## src/rtl/bus_terminator.sv

```systemverilog
// ============================================================================
// Module      : bus_terminator
// Description : 68EC020 bus-cycle terminator for fast RAM, IDE and autoconfig.
//               It issues a sized DSACK for each claimed cycle. When the macro
//               BUS_TIMEOUT_EN is defined, a watchdog adds a BERR termination.
// Revision    : 1.0 - initial release
// ============================================================================
`default_nettype none

module bus_terminator #(
  parameter int IDE_WS  = 4,
  parameter int Z2_WS   = 2,
  parameter int TIMEOUT = 200
) (
  input  logic       CLKCPU,
  input  logic       RESET,
  input  logic       AS20,
  input  logic       RAM_ACCESS,
  input  logic       WAIT,
  input  logic       Z2_ACCESS,
  input  logic       IDE_ACCESS,
  output logic [1:0] DSACK,
  output logic       BERR,
  output logic       BUSY
);

  typedef enum logic [2:0] {
    S_IDLE      = 3'd0,
    S_RAM_WAIT  = 3'd1,
    S_IDE_WAIT  = 3'd2,
    S_Z2_WAIT   = 3'd3,
    S_ACK       = 3'd4,
    S_BERR_HOLD = 3'd5
  } state_t;

  state_t     state_q, state_d;
  logic       as20_d_q, as20_d_d;
  logic       armed_q, armed_d;
  logic [3:0] cnt_q, cnt_d;
  logic [1:0] dsack_q, dsack_d;
  logic       start;

`ifdef BUS_TIMEOUT_EN
  logic [7:0] wdog_q, wdog_d;
  logic       berr_q, berr_d;
`else
  logic [7:0] w_unused_timeout;
  assign w_unused_timeout = 8'(TIMEOUT);
`endif

  // armed_q blocks a false start when reset is released in the middle of a cycle.
  assign start = armed_q & as20_d_q & ~AS20;

  always_comb begin
    state_d  = state_q;
    as20_d_d = AS20;
    armed_d  = armed_q | AS20;
    cnt_d    = cnt_q;
    dsack_d  = dsack_q;

    case (state_q)
      S_IDLE: begin
        if (start) begin
          if (!RAM_ACCESS) begin
            state_d = S_RAM_WAIT;
          end else if (!IDE_ACCESS) begin
            state_d = S_IDE_WAIT;
            cnt_d   = 4'(IDE_WS);
          end else if (!Z2_ACCESS) begin
            state_d = S_Z2_WAIT;
            cnt_d   = 4'(Z2_WS);
          end
        end
      end
      S_RAM_WAIT: begin
        if (AS20) begin
          state_d = S_IDLE;
          dsack_d = 2'b11;
        end else if (!WAIT) begin
          state_d = S_ACK;
          dsack_d = 2'b00;
        end
      end
      S_IDE_WAIT, S_Z2_WAIT: begin
        if (AS20) begin
          state_d = S_IDLE;
          dsack_d = 2'b11;
          cnt_d   = 4'd0;
        end else if (cnt_q == 4'd1) begin
          state_d = S_ACK;
          dsack_d = (state_q == S_IDE_WAIT) ? 2'b01 : 2'b10;
          cnt_d   = 4'd0;
        end else begin
          cnt_d = cnt_q - 4'd1;
        end
      end
      S_ACK, S_BERR_HOLD: begin
        if (AS20) begin
          state_d = S_IDLE;
          dsack_d = 2'b11;
        end
      end
      default: begin
        state_d = S_IDLE;
        dsack_d = 2'b11;
      end
    endcase

`ifdef BUS_TIMEOUT_EN
    wdog_d = wdog_q;
    if (state_q == S_IDLE) begin
      wdog_d = 8'd0;
    end else if ((state_q == S_RAM_WAIT || state_q == S_IDE_WAIT || state_q == S_Z2_WAIT)
                 && state_d == state_q) begin
      // Only reached when neither termination nor abandonment happened this edge.
      wdog_d = wdog_q + 8'd1;
      if (wdog_q + 8'd1 == 8'(TIMEOUT)) begin
        state_d = S_BERR_HOLD;
        dsack_d = 2'b11;
        cnt_d   = 4'd0;
      end
    end
    berr_d = (state_d != S_BERR_HOLD);
`endif
  end

  always_ff @(posedge CLKCPU) begin
    if (RESET) begin
      state_q  <= S_IDLE;
      as20_d_q <= 1'b1;
      armed_q  <= 1'b0;
      cnt_q    <= 4'd0;
      dsack_q  <= 2'b11;
`ifdef BUS_TIMEOUT_EN
      wdog_q   <= 8'd0;
      berr_q   <= 1'b1;
`endif
    end else begin
      state_q  <= state_d;
      as20_d_q <= as20_d_d;
      armed_q  <= armed_d;
      cnt_q    <= cnt_d;
      dsack_q  <= dsack_d;
`ifdef BUS_TIMEOUT_EN
      wdog_q   <= wdog_d;
      berr_q   <= berr_d;
`endif
    end
  end

  assign DSACK = dsack_q;
  assign BUSY  = (state_q != S_IDLE);
`ifdef BUS_TIMEOUT_EN
  assign BERR  = berr_q;
`else
  assign BERR  = 1'b1;
`endif

endmodule

`default_nettype wire

```

## config.mk

```make
export PLATFORM = sky130hd
export DESIGN_NAME = bus_terminator
export DESIGN_NICKNAME = d
export VERILOG_FILES = /design/src/rtl/bus_terminator.sv
export SDC_FILE = /design/constraint.sdc
export NUM_CORES = 1
export LEC_CHECK = 0
export CAP_MARGIN = 20
export CORE_UTILIZATION = 42
export CTS_CLUSTER_SIZE = 12
export DETAILED_ROUTE_END_ITERATION = 8
export HOLD_SLACK_MARGIN = 0.08
export PLACE_DENSITY_LB_ADDON = 0.3
export SLEW_MARGIN = 20
export SYNTH_ARGS = -nofsm -noshare
export SYNTH_HDL_FRONTEND = slang
export SYNTH_SLANG_ARGS = --single-unit
```

## constraint.sdc

```tcl
create_clock -name CLKCPU -period 3.04 [get_ports CLKCPU]
set_input_delay 0.608 -clock CLKCPU [delete_from_list [all_inputs] [get_ports CLKCPU]]
set_output_delay 0.608 -clock CLKCPU [all_outputs]
set_load 0.1 [all_outputs]
```

# Yosys cells after proc, flatten, opt, wreduce, memory -nomap -nowiden
# Index checks and enable logic that the tools add are counted.
# totals
ff_bits,11
input_bits,7
output_inout_bits,4
word_cells,56
# classes
n_addsub,1
eq_ne,13
n_mux,24
bitwise,5
reduce_logical,8
# ops
op,n
$mux 3,9
$mux 4,6
$mux 2,6
$pmux 3 s4,1
$ne 3x3->1 const B,3
$pmux 2 s4,1
$pmux 4 s2,1
$reduce_and 4->1,2
$eq 3x2->1 const B,2
$eq 3x3->1 const B,2
$ne 2x2->1 const B,3
$reduce_and 5->1,1
$eq 4x1->1 const B,1
$ne 4x4->1 const B,1
$reduce_or 2->1,2
$sub 4x1->4 const B,1
$eq 3x1->1 const B,1
$logic_not 3->1,1
$reduce_bool 3->1,1
$and 1x1->1,2
$not 1->1,2
$reduce_bool 2->1,1
$or 1x1->1,1

# Longest topological paths before layout
# depth
ltp_word,5
mapped_depth,6

# Least setup slack after synthesis
# Ideal clock, no wire load.
# synth_path
path_type,reg2out
startpoint,register state_q[2]
endpoint,output BUSY
arrival_time_ns,0.956
setup_slack_ns,1.476
stages_incl_launch_ff,3
cell_sequence,dfxtp_1 buf_6 or3_4
# synth_via
elab_chain_cells,1
# synth_lines
element,line,rtl
start: declaration,36,"state_t state_q, state_d;"
start signal: assignment,139,state_q <= state_d;
$reduce_bool 3->1,152,assign BUSY = (state_q != S_IDLE);
end: declaration,24,output logic BUSY
# No other way between the ends.

# Worst setup path in the final report
# Same ends and word-level chain as after synthesis.

==> impl_metrics.ini <==
[logic_synthesis]
yosysWarningCount = 0
synthCells = 78
syn_area_um2 = 711
ys.flop_type = dfxtp_1
syn-mean-instance-area_um2 = 9.11
synth_seq_area_share_pct = 31.0
synth-edff-count = 0
synth-seq-cells = 11
synth.distinct_cells = 36
ys_async_sr_fraction_pct = 0
synth_nets = 87

[setup_path]
required_ns = 2.43
critPathSlowestCell = or3_4
cp_max_fo = 11
cp-start-kind = flop
crit_chain = or3_4 -> buf_4
arrival_ns = 1.37
rr_worst_depth = 6
reg2reg_slack_ns = 1.52
end_kind = primary output
critPathKind = flop to primary output
slowest_delay_ns = 0.43

[power]
peakVddDrop_v = 0.000302
power_density_nw_per_um2 = 389
p_leak_nw = 0.276

[worst_hold_path]
hold_depth = 2
min_path_type = flop to flop

[route]
drt-total-wl_um = 1240
antenna_left = 0
viasPerCell = 5.47
dr.pass1.iters = 4
wl_per_cell_um = 12.0
vias = 563
drc = 0
drt_iter0_drc = 18

[place]
hpwl_um = 960
gp_congestion = 0.860
dp_cells = 99
post-place-ws_ns = 0.803
io_buffers = 9

[clock_tree]
cts_num_sinks = 11
post_cts_resized = 0
cts_tree = done
numCtsBuffers = 3
cts_setup_buffers = 0
clock_latency_ns = 0.27
clockBufferDepth = 2
path_clk_slew_ns = 0.07
ctsHtreeMaxLevel = 1
cts-root-buf = clkbuf_4
ctsHoldBuffers = 0

[grt]
grt_max_degree = 14
grt_pass1_wl_um = 2040
globalRouteTotalUtil_pct = 15.1
grt_overflow = 0
grt_antenna_before_repair = 0
grt_pass1_vias = 509

[timing]
rsz0062_at_grt = no
report.final.hold_viol_count = 0
finalWorstSetupSlack_ns = 1.06
setup_viol = 0
holdWs_ns = 0.490
max_clock_freq_ghz = 0.506
drv_slew = 0
min_period_ns = 1.98
fin_crit_sh_pct = 65.0
skew_ns = 0.00106
fin_tns_setup_ns = 0

[final_layout]
layout-drive-gt1-share_pct = 23.0
nets = 97
fin_cells = 103
fin_util_pct = 51.5
num_antenna_cells = 0
area_delta_synth_final_pct = 11.6

[status]
status = complete, no violations

[floorplanning]
core_area_um2 = 1540
fp.dieH_um = 43.1
dieWidth_um = 43.1
io_pins = 11
rows = 14
die-area_um2 = 1860
initial_utilization_pct = 46.1

[run]
drv_cap = 0
## power breakdown
part	internal [mW]	total (mW)	switching, mW
sequential	0.148	0.153	0.00455
clock	0.0488	0.100	0.0515
combinational	0.0219	0.0553	0.0335
total	0.219	0.308	0.0895
## cells by family after synthesis
logic type      synth area share [%]
buf+inv                         9.86
xor+xnor                        1.23
mux                             4.23
flops                           31.0
fa+ha+maj                       3.52
simple gates                    29.4
compound gates                  20.2
other cells                    0.528
## cells in the mapped netlist (all sizes together) (2+ instances only)
master | count | share of area, %
nor2 | 13 | 7.2
dfxtp | 11 | 31
inv | 6 | 3.2
nand2 | 6 | 3.2
a21oi | 5 | 3.5
buf | 3 | 4.8
mux2i | 3 | 4.2
o21ai | 3 | 2.6
a211oi | 2 | 2.1
a31oi | 2 | 3.9
a41oi | 2 | 2.5
ha | 2 | 3.5
nor2b | 2 | 2.5
nor3 | 2 | 3.0
nor4 | 2 | 1.8
o32ai | 2 | 3.5
or2 | 2 | 1.8
## layer usage
layer | GRT usage, % | wire (um)
met4 | 5.45 | 14
met2 | 23.9 | 585
met3 | 7.66 | 45
met5 | 0 | 0
met1 | 17.4 | 593
## sequential cells by signal (all words and copies together), names as in the netlist
register  count
cnt_q         4
state_q       3
DSACK         2
armed_q       1
as20_d_q      1
## through the flow
| step | cell area, um^2 | power [mW] |
|---|---|---|
| 5_1_grt | 793 | 0.326 |
| 3_5_place_dp | 766 | 0.212 |
| 6_report | 793 | 0.308 |
| 2_1_floorplan | 711 | 0.201 |
| 3_3_place_gp | 766 | 0.211 |
| 4_1_cts | 793 | 0.315 |
## worst paths after layout
| check | endpoint | startpoint |
|---|---|---|
| setup reg to reg | state_q[2] | cnt_q[1] |
| setup / recovery | BUSY | state_q[2] |
| hold reg to reg | armed_q | armed_q |
| hold / removal | armed_q | armed_q |
## layout by cell type (no fill, tap or decap), drive strengths merged, types with 2 or more instances in the layout
master	count
nor2	13
dfxtp	11
inv	6
nand2	6
clkdlybuf4s50	6
a21oi	5
mux2i	3
clkbuf	3
buf	3
o21ai	3
nor2b	2
a41oi	2
nor4	2
a211oi	2
ha	2
nor3	2
a31oi	2
or2	2
o32ai	2
## critical path, delay by kind of cell, from the launching register on
kind | cells | cell delay, ns
buffers and inverters | 1 | 0.24
and+or+nand+nor | 1 | 0.43
DFF | 1 | 0.42
## layout make-up
class / instances / area, um^2
inverters: 6 / 22.5
fillers: 153 / 748
well taps: 16 / 20.0
multi-input cells: 57 / 420
clock buffers: 3 / 22.5
flip-flops and latches: 11 / 220
clock inverters: 1 / 5.00
repair buffers: 9 / 82.6
(Power assumes the default switching activity.)
